## src/rtl/instr_encode_rv32i.sv

```systemverilog
// RV32I instruction encoder: packs register/funct fields and a 32-bit immediate into an instruction word.
// Latency: a bundle accepted at edge N is presented on out_instr after edge N+1. Throughput is one per cycle.
// Backpressure: in_ready is combinational. It stalls only when both stages are full and out_ready is low.
//
// Ports:
//   clock, reset        rising-edge clock, asynchronous active-high reset
//   in_valid/in_ready   field bundle handshake (in_type, in_opcode, in_rd, in_rs1, in_rs2,
//                       in_funct3, in_funct7, in_imm)
//   out_valid/out_ready packed word handshake (out_instr, out_err)
//   instr_count         wrapping count of output handshakes
//
// Optional build macro IMM_RANGE_CHECK_EN: out_err is also raised when the immediate
// cannot be represented in its type's field. The word is still packed from the truncated bits.
module instr_encode_rv32i #(
    parameter int CNT_W = 16
) (
    input  logic             clock,
    input  logic             reset,
    input  logic             in_valid,
    output logic             in_ready,
    input  logic [2:0]       in_type,
    input  logic [6:0]       in_opcode,
    input  logic [4:0]       in_rd,
    input  logic [4:0]       in_rs1,
    input  logic [4:0]       in_rs2,
    input  logic [2:0]       in_funct3,
    input  logic [6:0]       in_funct7,
    input  logic [31:0]      in_imm,
    output logic             out_valid,
    input  logic             out_ready,
    output logic [31:0]      out_instr,
    output logic             out_err,
    output logic [CNT_W-1:0] instr_count
);

    localparam logic [2:0] T_I = 3'b000;
    localparam logic [2:0] T_S = 3'b001;
    localparam logic [2:0] T_B = 3'b010;
    localparam logic [2:0] T_U = 3'b011;
    localparam logic [2:0] T_J = 3'b100;
    localparam logic [2:0] T_R = 3'b101;

    localparam logic [31:0] NOP_WORD = 32'h0000_0013;   // addi x0, x0, 0

    // Stage 1: registered field bundle
    logic        s1_valid;
    logic [2:0]  s1_type;
    logic [6:0]  s1_opcode;
    logic [4:0]  s1_rd;
    logic [4:0]  s1_rs1;
    logic [4:0]  s1_rs2;
    logic [2:0]  s1_funct3;
    logic [6:0]  s1_funct7;
    logic [31:0] s1_imm;

    logic        s2_adv;
    logic [31:0] pack_word;
    logic        type_err;
    logic        pack_err;

    // Stage 2 is out_valid itself. It can take new data when it is empty or being drained this cycle.
    assign s2_adv   = !out_valid || out_ready;
    assign in_ready = !s1_valid || s2_adv;

    always_ff @(posedge clock or posedge reset) begin
        if (reset) begin
            s1_valid  <= 1'b0;
            s1_type   <= '0;
            s1_opcode <= '0;
            s1_rd     <= '0;
            s1_rs1    <= '0;
            s1_rs2    <= '0;
            s1_funct3 <= '0;
            s1_funct7 <= '0;
            s1_imm    <= '0;
        end else if (in_ready) begin
            s1_valid <= in_valid;
            if (in_valid) begin
                s1_type   <= in_type;
                s1_opcode <= in_opcode;
                s1_rd     <= in_rd;
                s1_rs1    <= in_rs1;
                s1_rs2    <= in_rs2;
                s1_funct3 <= in_funct3;
                s1_funct7 <= in_funct7;
                s1_imm    <= in_imm;
            end
        end
    end

    // Immediate scatter by instruction format. Fields that a format does not use never reach the word.
    always_comb begin
        pack_word = NOP_WORD;
        type_err  = 1'b1;
        case (s1_type)
            T_I: begin
                pack_word = {s1_imm[11:0], s1_rs1, s1_funct3, s1_rd, s1_opcode};
                type_err  = 1'b0;
            end
            T_S: begin
                pack_word = {s1_imm[11:5], s1_rs2, s1_rs1, s1_funct3, s1_imm[4:0], s1_opcode};
                type_err  = 1'b0;
            end
            T_B: begin
                pack_word = {s1_imm[12], s1_imm[10:5], s1_rs2, s1_rs1, s1_funct3,
                             s1_imm[4:1], s1_imm[11], s1_opcode};
                type_err  = 1'b0;
            end
            T_U: begin
                pack_word = {s1_imm[31:12], s1_rd, s1_opcode};
                type_err  = 1'b0;
            end
            T_J: begin
                pack_word = {s1_imm[20], s1_imm[10:1], s1_imm[11], s1_imm[19:12], s1_rd, s1_opcode};
                type_err  = 1'b0;
            end
            T_R: begin
                pack_word = {s1_funct7, s1_rs2, s1_rs1, s1_funct3, s1_rd, s1_opcode};
                type_err  = 1'b0;
            end
            default: begin
                pack_word = NOP_WORD;
                type_err  = 1'b1;
            end
        endcase
    end

`ifdef IMM_RANGE_CHECK_EN
    // An immediate fits its field when every bit above the field's sign bit copies that sign bit.
    // B and J offsets are in half-words, so bit 0 must also be clear.
    logic imm_bad;

    always_comb begin
        imm_bad = 1'b0;
        case (s1_type)
            T_I, T_S: imm_bad = (s1_imm[31:11] != {21{s1_imm[31]}});
            T_B:      imm_bad = (s1_imm[31:12] != {20{s1_imm[31]}}) || s1_imm[0];
            T_U:      imm_bad = (s1_imm[11:0] != 12'd0);
            T_J:      imm_bad = (s1_imm[31:20] != {12{s1_imm[31]}}) || s1_imm[0];
            default:  imm_bad = 1'b0;
        endcase
    end

    assign pack_err = type_err || imm_bad;
`else
    assign pack_err = type_err;
`endif

    // Stage 2: registered packed word. It holds while stalled.
    always_ff @(posedge clock or posedge reset) begin
        if (reset) begin
            out_valid <= 1'b0;
            out_instr <= '0;
            out_err   <= 1'b0;
        end else if (s2_adv) begin
            out_valid <= s1_valid;
            if (s1_valid) begin
                out_instr <= pack_word;
                out_err   <= pack_err;
            end
        end
    end

    always_ff @(posedge clock or posedge reset) begin
        if (reset) begin
            instr_count <= '0;
        end else if (out_valid && out_ready) begin
            instr_count <= instr_count + 1'b1;
        end
    end

endmodule

```

## config.mk

```make
export PLATFORM = sky130hd
export DESIGN_NAME = instr_encode_rv32i
export DESIGN_NICKNAME = d
export VERILOG_FILES = /design/src/rtl/instr_encode_rv32i.sv
export SDC_FILE = /design/constraint.sdc
export NUM_CORES = 1
export LEC_CHECK = 0
export CAP_MARGIN = 20
export CORE_UTILIZATION = 50
export DETAILED_ROUTE_END_ITERATION = 10
export DONT_BUFFER_PORTS = 1
export PLACE_DENSITY = 0.64
export SYNTH_ARGS = -nofsm -noshare
export SYNTH_HDL_FRONTEND = slang
export SYNTH_SLANG_ARGS = --single-unit
```

## constraint.sdc

```tcl
create_clock -name clock -period 5.35 [get_ports clock]
set_input_delay 1.605 -clock clock [delete_from_list [all_inputs] [get_ports clock]]
set_output_delay 1.605 -clock clock [all_outputs]
set_load 0.02 [all_outputs]
```

==> results.md <==
* Status: completed
* Cell area after technology mapping at 5160 sq um
* Cell area reported after detailed placement at 5200 sq um
* R2R setup slack at 3.26 ns
* Clock-pin slew of the registers on the worst-case setup and hold paths at 0.06 ns
* Filler cells at 802
* Number of antenna-violating nets in the routed design at 0
* Layout-stage area growth over the synthesis result at 14.2%
* Worst Path Buf+Inv at 0
* Inserted Diodes at 0
* Number of storage elements in the synthesis netlist at 118
* Buffers on Ports at 0
* Max-slew headroom at 0.375
* Clock insertion delay at the later pin of the skew report at 0.52 ns
* Total CTS buffers at 17
* WP data arrival at 1.80 ns
* Portion of synthesized cell area occupied by the leading cell type at 0.572
* Clock root buffer master: sky130_fd_sc_hd__clkbuf_8
* Placed wire-length estimate at 6.60 mm
* Worst setup path class: in -> out
* Avg WL per Cell at 20.0 microns
* Final-stage net count at 463
* Number of distinct library cells after synthesis at 42
* RSZ-0062 raised after global routing: no
* Width of the chip at 104 microns
* Largest delay contributor family on the critical path: simple AND/OR/NAND/NOR gates
* Hold Path Class: reg -> reg
* Sequential cell area fraction in the yosys report at 0.572
* Kind of start point of the critical path: primary input
* Area inside the core boundary at 9910 sq um
* Die outline height at 104 microns
* Minimum clock period after layout at 3.40 ns
* Effective utilization at floorplan at 0.521
* Fraction of final layout cells with drive strength greater than 1 at 0.285
* Area of the die at 10700 sq um
* Data required, critical path at 3.74 ns
* Syn Inst Count at 388
* Number of buffers added to fix hold violations after cts at 0
* Static leakage power at 0.00264 uW
* Routability-driven placement congestion ratio at 0.720
* Number of antenna violations at the first check in global routing at 0
* Post-route clock period utilization at 0.636
* Accumulated negative setup slack at 0 ns
* Transition time at the pin with the least slew margin at 0.938 ns
* Setup Buffers After CTS at 0
* Final Cell Area at 5890 sq um
* Leading cell types in the layout, fill and taps excluded: sky130_fd_sc_hd__dfrtp_1 (118), sky130_fd_sc_hd__mux2_2 (40), sky130_fd_sc_hd__mux2_4 (30)
* Highest-delay cell along the critical path: sky130_fd_sc_hd__nand3b_4
* Endpoint class of the critical path: primary output
* Number of warnings issued by yosys at 0
* Biggest fanout along the worst timing path at 5
* Maximum clock skew at final layout at 0.00666 ns
* DRC errors left at 0
* Via count of the first global-routing pass at 3228
* Power density of the placed cells at 489 nW/um^2
* Syn Nets at 460
* Wire length of the first global-routing pass at 17.5 mm
* Largest net degree at the start of global routing at 83
* Standard-cell rows at 36
* VDD IR max at 0.269 mV
* Top cells by area in the synthesized netlist: sky130_fd_sc_hd__dfrtp_1 (57%), sky130_fd_sc_hd__mux2_2 (8.7%), sky130_fd_sc_hd__mux2_4 (8.7%)
* Vias at 3044
* Most frequent standard cell in the layout excluding fill and tap cells: sky130_fd_sc_hd__dfrtp_1
* Gr ovfl total at 0
* Number of top-level design ports at 122
* Max-cap violation count at 0
* Cell taking the most area after synthesis: sky130_fd_sc_hd__dfrtp_1
* Avg Cell Area, Syn at 13.3 sq um
* Sink Count at 118
* Ordered cell list for the critical path: nand3b_4
* Post-CTS resize count at 0
* Worst-case clock buffer depth at 2
* # setup viols final at 0
* CTS H-tree depth at 4
* Number of pins exceeding their max-slew limit in the final report at 0
* Number of DRC markers after the initial detailed-route iteration at 87
* FMAX at 294 MHz
* Total routing resource utilization after global routing at 0.215
* Router iterations before antenna repair at 4
* Vias per inst at 5.68
* Critical path's largest stage delay at 0.19 ns
* Final Hold Vio Count at 0
* Final wirelength at 10.7 mm
* CTS tree: done
-- cells in the mapped netlist --
cell type	number
sky130_fd_sc_hd__dfrtp_1	118
sky130_fd_sc_hd__mux2_2	40
sky130_fd_sc_hd__mux2_4	30
sky130_fd_sc_hd__nand2_1	29
sky130_fd_sc_hd__nor2_1	24
sky130_fd_sc_hd__mux2i_1	13
sky130_fd_sc_hd__buf_2	12
sky130_fd_sc_hd__o21ai_0	12
sky130_fd_sc_hd__xnor2_1	10
sky130_fd_sc_hd__a221oi_1	8
sky130_fd_sc_hd__nor2b_1	8
sky130_fd_sc_hd__o221ai_1	7
sky130_fd_sc_hd__xor2_1	6
sky130_fd_sc_hd__a221o_1	5
sky130_fd_sc_hd__nand3_1	5
sky130_fd_sc_hd__nor3_1	5
sky130_fd_sc_hd__a22o_1	4
sky130_fd_sc_hd__a22oi_1	4
sky130_fd_sc_hd__nand2b_1	4
sky130_fd_sc_hd__nand4_1	4
sky130_fd_sc_hd__o22ai_1	4
sky130_fd_sc_hd__buf_4	3
sky130_fd_sc_hd__buf_8	3
sky130_fd_sc_hd__inv_1	3
sky130_fd_sc_hd__o22a_1	3
sky130_fd_sc_hd__a21oi_1	2
sky130_fd_sc_hd__and2_1	2
sky130_fd_sc_hd__and3_1	2
sky130_fd_sc_hd__buf_6	2
sky130_fd_sc_hd__clkbuf_1	2
sky130_fd_sc_hd__nor2_2	2
sky130_fd_sc_hd__o21a_1	2
sky130_fd_sc_hd__a211oi_1	1
sky130_fd_sc_hd__a21oi_2	1
sky130_fd_sc_hd__and4_1	1
sky130_fd_sc_hd__ha_1	1
sky130_fd_sc_hd__nand2_2	1
sky130_fd_sc_hd__nand2b_4	1
sky130_fd_sc_hd__nand3b_1	1
sky130_fd_sc_hd__nand3b_4	1
sky130_fd_sc_hd__nor3_2	1
sky130_fd_sc_hd__o21ai_1	1
-- logic make-up after synthesis --
kind of cell	count (synthesis)	share of synthesized area
DFF	118	0.572
and+or+nand+nor	91	0.0877
muxes	83	0.200
AOI/OAI and AO/OA	54	0.0783
buffers and inverters	25	0.0327
xor gates and xnor gates	16	0.0271
adders and majority gates	1	0.00242
-- power by group --
part / switching [uW] / internal [uW]
Sequential: 266 / 1060
Combinational: 179 / 210
Clock: 402 / 763
-- flip-flops by register name, indices dropped and copies added (netlist names) --
name / flops
s1_rs1: 5
out_valid: 1
s1_type: 3
out_err: 1
s1_valid: 1
s1_funct7: 7
s1_funct3: 3
s1_rs2: 5
out_instr: 32
s1_imm: 32
instr_count: 16
s1_rd: 5
s1_opcode: 7
-- layer usage --
layer,vias up,GRT usage,share of wire
li1,1396,-,-
met1,1536,0.256,0.42
met2,95,0.344,0.49
met3,17,0.0944,0.070
met4,0,0.0807,0.015
met5,-,0,0
-- worst paths after layout --
path                                    from               to  depth (start not counted)
max in group asynchronous              reset     s1_opcode[0]                          2
worst min-delay path            s1_opcode[0]     out_instr[0]                          1
min in group asynchronous              reset  instr_count[14]                          1
worst max-delay path               out_ready         in_ready                          1
worst max register to register     out_valid     out_instr[4]                          4
worst min register to register  s1_opcode[0]     out_instr[0]                          1
-- stage by stage --
stage,util,power [uW],hold slack (ns),setup WS (ns),cells
after floorplan,-,1630,0.454,0.616,388
after global placement,0.525,1700,0.467,1.95,502
after detailed placement,0.525,1720,0.477,1.94,502
after CTS,0.586,2900,0.484,1.94,533
after global routing,0.595,3020,0.518,1.94,536
final,0.595,2880,0.485,1.95,536
-- area by class of cell --
class | instances | area (sq um) | area share
Sequential cell | 118 | 2950 | 0.501
Multi-Input combinational cell | 245 | 2050 | 0.347
Clock buffer | 18 | 428 | 0.0726
Clock inverter | 13 | 181 | 0.0308
Tap cell | 133 | 166 | 0.0282
Timing Repair Buffer | 6 | 105 | 0.0178
Inverter | 3 | 13.8 | 0.00234
Note: power is estimated with default switching activity, not from simulation.
